$ cat config.mk
export PLATFORM = sky130hd
export DESIGN_NAME = micro_sequencer_flat
export DESIGN_NICKNAME = d
export VERILOG_FILES = /design/src/rtl/micro_sequencer_if.sv /design/src/rtl/micro_sequencer.sv /design/src/flat_wrapper.sv
export SDC_FILE = /design/constraint.sdc
export NUM_CORES = 1
export LEC_CHECK = 0
export CAP_MARGIN = 20
export CORE_MARGIN = 2
export CORE_UTILIZATION = 47
export CTS_CLUSTER_DIAMETER = 80
export DETAILED_ROUTE_END_ITERATION = 8
export PLACE_DENSITY = 0.87
export SYNTH_ARGS = -nofsm -noshare
export SYNTH_HDL_FRONTEND = slang
export SYNTH_SLANG_ARGS = --single-unit
$ cat constraint.sdc
create_clock -name Clk -period 1.6 [get_ports Clk]
set_input_delay 0.4 -clock Clk [delete_from_list [all_inputs] [get_ports Clk]]
set_output_delay 0.4 -clock Clk [all_outputs]
set_load 0.1 [all_outputs]
$ cat src/rtl/micro_sequencer_if.sv
// Control-register and status bundle between the ARMSIM control unit and its
// microstate sequencer.
interface micro_sequencer_if;
  logic [6:0] enc_state;
  logic [2:0] cr_sel;
  logic [6:0] cr_target;
  logic [1:0] cr_test;
  logic       moc;
  logic       cond_true;
  logic [6:0] state;
  logic       stall;
  logic       timeout;
  logic       err;
  logic [1:0] depth;

  modport master (
    output enc_state, cr_sel, cr_target, cr_test, moc, cond_true,
    input  state, stall, timeout, err, depth
  );

  modport slave (
    input  enc_state, cr_sel, cr_target, cr_test, moc, cond_true,
    output state, stall, timeout, err, depth
  );
endinterface

$ cat src/rtl/micro_sequencer.sv
// Microstate next-address engine: decode/inc/jump/call/return sources, a
// 2-deep return stack and a MOC wait handshake with timeout abort.
module micro_sequencer #(
  parameter logic [6:0] FETCH_STATE = 7'd1,
  parameter logic [6:0] UNDEF_CODE  = 7'd91,
  parameter logic [6:0] UNDEF_STATE = 7'd92,
  parameter logic [6:0] ABORT_STATE = 7'd93,
  parameter int         TIMEOUT     = 15
) (
  input logic               Clk,
  input logic               Clr,
  micro_sequencer_if.slave  bus
);

  typedef enum logic [2:0] {
    SEL_FETCH  = 3'b000,
    SEL_DECODE = 3'b001,
    SEL_INC    = 3'b010,
    SEL_JUMP   = 3'b011,
    SEL_CJUMP  = 3'b100,
    SEL_WAIT   = 3'b101,
    SEL_CALL   = 3'b110,
    SEL_RET    = 3'b111
  } selT;

  localparam logic [7:0] WAIT_LAST = 8'(TIMEOUT - 1);

  selT        sel;
  logic [6:0] stateQ, stateNext, incState;
  logic [6:0] stackLo, stackHi, stackTop;
  logic [1:0] depthQ, depthNext;
  logic [7:0] waitCount;
  logic       testBit, waitMiss, abortNow, pushEn, errSet;
  logic       timeoutQ, errQ;

  assign sel      = selT'(bus.cr_sel);
  assign incState = stateQ + 7'd1;
  // Entries fill bottom-up, so the top is the high slot only when full.
  assign stackTop = (depthQ == 2'd2) ? stackHi : stackLo;
  assign waitMiss = (sel == SEL_WAIT) && !testBit;
  assign abortNow = waitMiss && (waitCount == WAIT_LAST);

  always_comb begin
    case (bus.cr_test)
      2'b00:   testBit = bus.moc;
      2'b01:   testBit = bus.cond_true;
      2'b10:   testBit = !bus.moc;
      default: testBit = 1'b1;
    endcase
  end

  always_ff @(posedge Clk or negedge Clr) begin
    if (!Clr) begin
      stateQ    <= 7'd0;
      depthQ    <= 2'd0;
      stackLo   <= 7'd0;
      stackHi   <= 7'd0;
      waitCount <= 8'd0;
      timeoutQ  <= 1'b0;
      errQ      <= 1'b0;
    end else begin
      stateQ    <= stateNext;
      depthQ    <= depthNext;
      timeoutQ  <= abortNow;
      errQ      <= errQ | errSet;
      waitCount <= (waitMiss && !abortNow) ? waitCount + 8'd1 : 8'd0;
      if (pushEn) begin
        if (depthQ == 2'd0) stackLo <= incState;
        else                stackHi <= incState;
      end
    end
  end

  always_comb begin
    stateNext = stateQ;
    depthNext = depthQ;
    pushEn    = 1'b0;
    errSet    = 1'b0;
    case (sel)
      SEL_FETCH:  stateNext = FETCH_STATE;
      SEL_DECODE: begin
        if (bus.enc_state == 7'd0)            stateNext = FETCH_STATE;
        else if (bus.enc_state == UNDEF_CODE) stateNext = UNDEF_STATE;
        else                                  stateNext = bus.enc_state;
      end
      SEL_INC:    stateNext = incState;
      SEL_JUMP:   stateNext = bus.cr_target;
      SEL_CJUMP:  stateNext = testBit ? bus.cr_target : incState;
      SEL_WAIT: begin
        if (testBit)       stateNext = incState;
        else if (abortNow) stateNext = ABORT_STATE;
        else               stateNext = stateQ;
      end
      SEL_CALL: begin
        stateNext = bus.cr_target;
        // A full stack drops the return address but still takes the jump.
        if (depthQ != 2'd2) begin
          pushEn    = 1'b1;
          depthNext = depthQ + 2'd1;
        end else begin
          errSet = 1'b1;
        end
      end
      SEL_RET: begin
        if (depthQ == 2'd0) begin
          stateNext = FETCH_STATE;
          errSet    = 1'b1;
        end else begin
          stateNext = stackTop;
          depthNext = depthQ - 2'd1;
        end
      end
    endcase
  end

  always_comb begin
    bus.stall   = waitMiss & Clr;
    bus.state   = stateQ;
    bus.depth   = depthQ;
    bus.timeout = timeoutQ;
    bus.err     = errQ;
  end

endmodule

$ cat src/flat_wrapper.sv
// flat-port wrapper written by rule: the top's interface ports become plain ports
module micro_sequencer_flat 
#(
  parameter logic [6:0] FETCH_STATE = 7'd1,
  parameter logic [6:0] UNDEF_CODE  = 7'd91,
  parameter logic [6:0] UNDEF_STATE = 7'd92,
  parameter logic [6:0] ABORT_STATE = 7'd93,
  parameter int         TIMEOUT     = 15
)
  (Clk, Clr, bus_enc_state, bus_cr_sel, bus_cr_target, bus_cr_test, bus_moc, bus_cond_true, bus_state, bus_stall, bus_timeout, bus_err, bus_depth);
  micro_sequencer_if bus_i ();
  input logic Clk;
  input logic Clr;
  input wire logic [$bits(bus_i.enc_state)-1:0] bus_enc_state;
  input wire logic [$bits(bus_i.cr_sel)-1:0] bus_cr_sel;
  input wire logic [$bits(bus_i.cr_target)-1:0] bus_cr_target;
  input wire logic [$bits(bus_i.cr_test)-1:0] bus_cr_test;
  input wire logic [$bits(bus_i.moc)-1:0] bus_moc;
  input wire logic [$bits(bus_i.cond_true)-1:0] bus_cond_true;
  output wire logic [$bits(bus_i.state)-1:0] bus_state;
  output wire logic [$bits(bus_i.stall)-1:0] bus_stall;
  output wire logic [$bits(bus_i.timeout)-1:0] bus_timeout;
  output wire logic [$bits(bus_i.err)-1:0] bus_err;
  output wire logic [$bits(bus_i.depth)-1:0] bus_depth;
  assign bus_i.enc_state = bus_enc_state;
  assign bus_i.cr_sel = bus_cr_sel;
  assign bus_i.cr_target = bus_cr_target;
  assign bus_i.cr_test = bus_cr_test;
  assign bus_i.moc = bus_moc;
  assign bus_i.cond_true = bus_cond_true;
  assign bus_state = bus_i.state;
  assign bus_stall = bus_i.stall;
  assign bus_timeout = bus_i.timeout;
  assign bus_err = bus_i.err;
  assign bus_depth = bus_i.depth;
  micro_sequencer #(.FETCH_STATE(FETCH_STATE), .UNDEF_CODE(UNDEF_CODE), .UNDEF_STATE(UNDEF_STATE), .ABORT_STATE(ABORT_STATE), .TIMEOUT(TIMEOUT)) u_core (.Clk(Clk), .Clr(Clr), .bus(bus_i));
endmodule
==> results.yml <==
synthesis:
  synth-async-reset-ratio_pct: 100
  ys_warn_count: 0
  mappedNetlistArea_sq_um: 1950
  syn_inst: 215
  ys_types: 46
  ys_seq_area_share_pct: 42.3
  synth_area_leaders: "dfrtp_1 42%, nand2_1 4.4%, nor2_1 4.0%"
  synth_nets: 241
  synth_area_leader_cell: "dfrtp_1"
  synth_flop_cell: "dfrtp_1"
  synth_edf_count: 0
  yosysTopAreaCellShare_pct: 42.3
  postSynthRegisterBits: 33
  syn_avg_cell_area_sq_um: 9.07
timing:
  fmax_mhz: 569
  final_max_slew_viol_count: 0
  setup_violations: 6
  worst_pin_slew_ps: 545
  fin_worst_skew_ps: 12.2
  finalCritPeriodShare_pct: 110
  post-route-min-period_ps: 1760
  rsz0062_at_grt: "true"
  fin_ws_ps: -157
  slew_headroom_pct: 63.3
  hold_viol: 0
pwr:
  comb_power_share_pct: 46.1
  irDropWorstVdd_v: 0.000594
  leakage_uw: 0.00134
  switching_share_pct: 40.4
  power.internal_uw: 2380
  fin_total_pwr_uw: 3990
  powerDensity_nw_per_um2: 1290
  p_seq_share_pct: 32.8
  clock_power_share_pct: 21.1
  power_switching_uw: 1610
placement:
  io_buffers: 34
  post-place-ws_ps: -716
  placed_area_sq_um: 2840
  dp_hpwl_microns: 4310
  gp_congestion: 0.882
floorplan:
  pin_count: 35
  die_y_microns: 68.4
  core_sq_um: 4000
  die_area_sq_um: 4680
  rows: 23
  initial_core_util_pct: 48.8
  die_w_microns: 68.4
setup_path:
  worstSetupPathType: "in -> out"
  r2r_slack_ps: -130
  start_kind: "input pin"
  cp-end-kind: "output port"
  crit_path_end: "bus_stall"
  required_ps: 1200
  r2r_start: "u_core.waitCount[5]"
  arrival_ps: 1360
  r2r_end: "u_core.bus.state[1]"
  crit_start: "bus_cond_true"
  r2r_cells: 5
  crit_fanout: 3
outcome:
  violations: "setup timing"
  status: "finished with violations"
clock_network:
  cts.path.max_buffers: 2
  numCtsBuffers: 5
  ctsRootBufferMaster: "clkbuf_8"
  clk_pin_slew_ps: 60
  clock-sinks: 33
  ctsHtreeMaxLevel: 2
  worstSkewPairLatency_ps: 300
  cts_tree: "done"
global_routing:
  grtUsageTotal_pct: 29.6
  grt_pass1_vias: 2166
  grt_remaining_overflow: 0
  grt_pass1_wl_microns: 10000
  grt_max_degree: 34
  antenna_found_initial: 0
finish:
  area.growth.synth_to_final_pct: 58.9
  antenna_cells: 0
  fin_util_pct: 77.5
  drive_above_1_share_pct: 39.1
  fillers: 241
  final_cell_area_sq_um: 3100
  layout.nets: 324
detailed_routing:
  ant_nets: 0
  drt-initial-drc-count: 171
  routed_wl_microns: 6610
  wl_per_cell_microns: 18.9
  drc: 0
  vias: 2166
  dr.pass1.iters: 5
  via_per_inst: 6.21
min_path:
  hp-start: "u_core.stackHi[0]"
  hold_path.class: "reg -> reg"
run:
  max-cap-violations: 0
==> synthesized netlist by cell type (4+ instances only) <==
master,count
a21oi_1,13
a221o_1,4
a22oi_1,6
and3_1,5
clkbuf_1,6
dfrtp_1,33
inv_1,6
nand2_1,23
nand3_1,7
nor2_1,21
nor4_1,4
o21ai_0,14
o32a_1,4
xnor2_1,6
xor2_1,8
==> layout by cell type (no fill, tap or decap), types with 3 or more instances in the layout <==
master | netlist | final
xnor2_1 | 6 | 5
dfrtp_1 | 33 | 25
nor3_1 | 3 | 3
clkdlybuf4s15_2 | 0 | 3
o32a_1 | 4 | 4
a32oi_1 | 3 | 3
nand3_1 | 7 | 6
xor2_1 | 8 | 7
nand2_1 | 23 | 23
and3_1 | 5 | 3
nor2_1 | 21 | 21
o22ai_1 | 3 | 3
nand4_1 | 3 | 3
clkbuf_2 | 0 | 4
dfrtp_4 | 0 | 4
clkbuf_8 | 0 | 6
buf_4 | 0 | 50
buf_12 | 0 | 14
a21oi_1 | 13 | 13
o21ai_0 | 14 | 7
dfrtp_2 | 0 | 4
a22oi_2 | 0 | 5
o21ai_1 | 0 | 7
a221o_1 | 4 | 4
clkdlybuf4s50_1 | 0 | 8
o31ai_1 | 3 | 3
inv_1 | 6 | 5
==> worst min-delay path by stage <==
stage	endpoint	slack, ps	cells after the start
CTS	u_core.stackHi[0]	500	2
global route	u_core.stackHi[0]	510	2
finish	u_core.stackHi[0]	500	2
global placement	u_core.stackHi[0]	460	2
detailed placement	u_core.stackHi[0]	480	2
floorplan	u_core.bus.err	100	0
==> area by class of cell <==
class	instances	area (sq um)	share of cell area, %
Tap cell	50	62.6	2.02
Sequential cell	33	846	27.3
Timing Repair Buffer	87	871	28.1
Clock buffer	7	86.3	2.79
Multi-Input combinational cell	164	1180	38.0
Clock inverter	1	30.0	0.969
Inverter	7	26.3	0.848
==> worst max-delay path, stage by stage <==
cell and delay [ps]:
buf_8 100, or3b_4 400, o21ai_4 70, and3_4 210, buf_12 170
==> repair_timing <==
action                     in CTS  in global routing
gates cloned                    0                  0
pin swaps                      10                  8
resized for setup              43                 20
buffers inserted                6                  1
hold buffers                    0                  0
setup endpoints to repair      29                  8
==> layer usage <==
| layer | share of wire (%) | vias to the layer above | global-route usage, % |
|---|---|---|---|
| li1 | - | 962 | - |
| met1 | 39 | 1012 | 34.1 |
| met2 | 49 | 153 | 49.6 |
| met3 | 7.9 | 39 | 6.58 |
| met4 | 4.5 | 0 | 18.0 |
| met5 | 0 | - | 0 |
==> sequential cells by signal, summed over array words and instances, names as in the netlist <==
signal	flops
u_core.stackLo	7
u_core.bus.state	7
u_core.waitCount	8
u_core.bus.err	1
u_core.stackHi	7
u_core.bus.timeout	1
u_core.bus.depth	2
==> kinds of logic after synthesis <==
logic type	share of synthesized area, %
AO/OA/AOI/OAI	23.0
XOR/XNOR	6.29
adder cells (fa/ha/maj)	1.92
buffers and inverters	4.43
flip-flops	42.3
multiplexers	1.67
AND/OR/NAND/NOR	20.3
==> power by group through the flow <==
stage | clock, uW | sequential [uW] | combinational [uW]
2_1_floorplan | 0 | 1700 | 611
3_3_place_gp | 0 | 1270 | 1680
3_5_place_dp | 0 | 1290 | 1720
4_1_cts | 835 | 1290 | 1790
5_1_grt | 883 | 1330 | 1920
6_report | 841 | 1310 | 1840
==> metrics by stage <==
stage	hold WS (ps)	instances	TNS [ps]
6_report	495	349	-514
2_1_floorplan	104	215	-616
3_5_place_dp	482	334	-14640
5_1_grt	505	349	-856
4_1_cts	496	348	-423
3_3_place_gp	464	334	-13560
Note: power is estimated with default switching activity, not from simulation.
==> RTL change, RTL diff (config.mk and constraints unchanged) <==
`TIMEOUT` is set to 15 in 2 places; all go to 14.
--- a/src/rtl/micro_sequencer.sv
+++ b/src/rtl/micro_sequencer.sv
@@ -6,5 +6,5 @@
   parameter logic [6:0] UNDEF_STATE = 7'd92,
   parameter logic [6:0] ABORT_STATE = 7'd93,
-  parameter int         TIMEOUT     = 15
+  parameter int         TIMEOUT     = 14
 ) (
   input logic               Clk,
--- a/src/flat_wrapper.sv
+++ b/src/flat_wrapper.sv
@@ -6,5 +6,5 @@
   parameter logic [6:0] UNDEF_STATE = 7'd92,
   parameter logic [6:0] ABORT_STATE = 7'd93,
-  parameter int         TIMEOUT     = 15
+  parameter int         TIMEOUT     = 14
 )
   (Clk, Clr, bus_enc_state, bus_cr_sel, bus_cr_target, bus_cr_test, bus_moc, bus_cond_true, bus_state, bus_stall, bus_timeout, bus_err, bus_depth);
Check against the original RTL: same outputs for any inputs over 10 cycles, from zero or initial values; that may be too few to reach the edited logic, so the function may still have changed.
==> RTL change against the original RTL <==
- first-iteration DRC count grew 140%
- sequential cell count is the same
- setup slack lost 28 ps
- routed wire length rose by 21%
- cell area rose by 6.8%
- combinational power up 17%
- critical path type is now reg2reg
- the run still ends with negative setup slack left
- synthesized area grew 1.2%
- critical path depth up 1
- total power rose by 2.4%
==> RTL change: results (changes against the original RTL) <==
[status]
status = finished with violations  ; unchanged
violated_checks = negative setup slack  ; unchanged

[critical_path]
timing.critical_path.slowest_stage_cell = sky130_fd_sc_hd__dfrtp_4  ; was sky130_fd_sc_hd__or3b_4
rr_endpoint = u_core.bus.state[2]  ; was u_core.bus.state[1]
timing.reg2reg.setup_slack_ps = -190  ; was -130 ps
critical-path-max-stage-delay_ps = 500  ; was 400 ps
depth_of_the_worst_register_to_register_path = 6  ; was 5
critPathKind = reg2reg  ; was in2out
timing.critical_path.to = u_core.bus.state[2]  ; was bus_stall

[detailed_routing]
wl_per_cell_um = 21.8  ; was 18.9 µm
dr.first_iter.drc_count = 416  ; was 171

[grt]
grt_pass1_wl_um = 10800  ; was 10000 µm
first_global_vias = 2245  ; was 2166
grt_usage = 0.321  ; was 0.296

[sta]
timing.slew.headroom = 0.669  ; was 0.633
final.setup_skew_ps = 8.40  ; was 12.2 ps
layout_setup_ws_ps = -185  ; was -157 ps
finalSetupViolCount = 8  ; was 6

[logic_synthesis]
post_synth_num_cell_types = 48  ; was 46
yosys-top-cells-count = sky130_fd_sc_hd__dfrtp_1 (33), sky130_fd_sc_hd__nand2_1 (23), sky130_fd_sc_hd__nor2_1 (20)  ; was sky130_fd_sc_hd__dfrtp_1 (33), sky130_fd_sc_hd__nand2_1 (23), sky130_fd_sc_hd__nor2_1 (21)
yosys-top-cells-area = sky130_fd_sc_hd__dfrtp_1 (42%), sky130_fd_sc_hd__xor2_1 (4.4%), sky130_fd_sc_hd__nand2_1 (4.4%), sky130_fd_sc_hd__o21ai_0 (4.3%), sky130_fd_sc_hd__nor2_1 (3.8%)  ; was sky130_fd_sc_hd__dfrtp_1 (42%), sky130_fd_sc_hd__nand2_1 (4.4%), sky130_fd_sc_hd__nor2_1 (4.0%), sky130_fd_sc_hd__o21ai_0 (3.6%), sky130_fd_sc_hd__xor2_1 (3.6%)
mappedNetlistNets = 248  ; was 241

[place]
globalplace.congestion = 0.953  ; was 0.882
dpl.hpwl_um = 4600  ; was 4310 µm

[pwr]
power.static_leakage_nw = 1.44  ; was 1.34 nW

[worst_hold_path]
hold_path_class = in2async  ; was reg2reg

[RTL change: changes by cell type after synthesis, sizes merged, moves of 3 or more]
| cell | unedited run | this run |
|---|---|---|
| a221o | 4 | 0 |
| a221oi | 0 | 5 |
| o21ai | 15 | 20 |
| xnor2 | 6 | 3 |
[RTL change: how the worst min path moves through the flow]
stage,start,end,slack (ps),depth (start not counted)
CTS,Clr,u_core.stackHi[6],400,2
detailed placement,u_core.stackHi[3],u_core.stackHi[3],490,2
global route,Clr,u_core.stackHi[6],420,2
floorplan,Clr,u_core.bus.err,100,0
global placement,u_core.stackHi[0],u_core.stackHi[0],460,2
finish,Clr,u_core.stackHi[5],390,2
[RTL change: what timing repair did]
action,CTS,global route
buffers inserted,8,3
hold buffers,0,0
setup endpoints to repair,24,22
resized for setup,40,32
pin swaps,17,14
[RTL change: area by class of cell]
type                            instances  area [µm²]
Multi-Input combinational cell        171        1330
Timing Repair Buffer                   98         965
Sequential cell                        33         847
Fill cell                             211         718
Clock buffer                            6        72.6
Tap cell                               50        62.6
Inverter                                7        28.8
Clock inverter                          2        10.0
[RTL change: kinds of logic (layout without fill, tap and decap cells)]
| group | Yosys count | after routing | synth area share |
|---|---|---|---|
| simple gates | 85 | 85 | 0.217 |
| flops | 33 | 33 | 0.419 |
| buf+inv | 18 | 113 | 0.0437 |
| fa+ha+maj | 4 | 4 | 0.0241 |
| mux | 4 | 4 | 0.0209 |
| xor+xnor | 13 | 13 | 0.0577 |
| compound gates | 65 | 65 | 0.218 |
[RTL change: worst max-delay path: cells and delay by family, from the launching register on]
kind                       cells  cell delay [ps]
adders and majority gates      2              500
DFF                            1              500
AOI/OAI and AO/OA              2              420
xor gates and xnor gates       1              160
buffers and inverters          1               70
[RTL change: where the power goes]
| part | switching (mW) | internal, mW | total (mW) |
|---|---|---|---|
| logic | 1.23 | 0.931 | 2.16 |
| registers | 0.208 | 1.09 | 1.30 |
| clock network | 0.320 | 0.301 | 0.622 |
| total | 1.76 | 2.32 | 4.08 |
[RTL change: per-layer routing]
| metal | vias to the layer above | share of wire | track usage |
|---|---|---|---|
| li1 | 1003 | - | - |
| met1 | 1115 | 0.35 | 0.377 |
| met2 | 209 | 0.46 | 0.544 |
| met3 | 80 | 0.11 | 0.0584 |
| met4 | 0 | 0.083 | 0.194 |
| met5 | - | 0 | 0 |
[RTL change: stage by stage]
stage | total power, mW | cells | setup TNS, ps | hold slack, ps | setup slack (ps)
2_1_floorplan | 2.25 | 222 | -511 | 104 | -193
3_3_place_gp | 3.01 | 349 | -10820 | 461 | -558
3_5_place_dp | 3.07 | 349 | -11710 | 486 | -632
4_1_cts | 3.82 | 365 | -193 | 405 | -125
5_1_grt | 4.22 | 367 | -887 | 422 | -237
6_report | 4.08 | 367 | -522 | 394 | -185
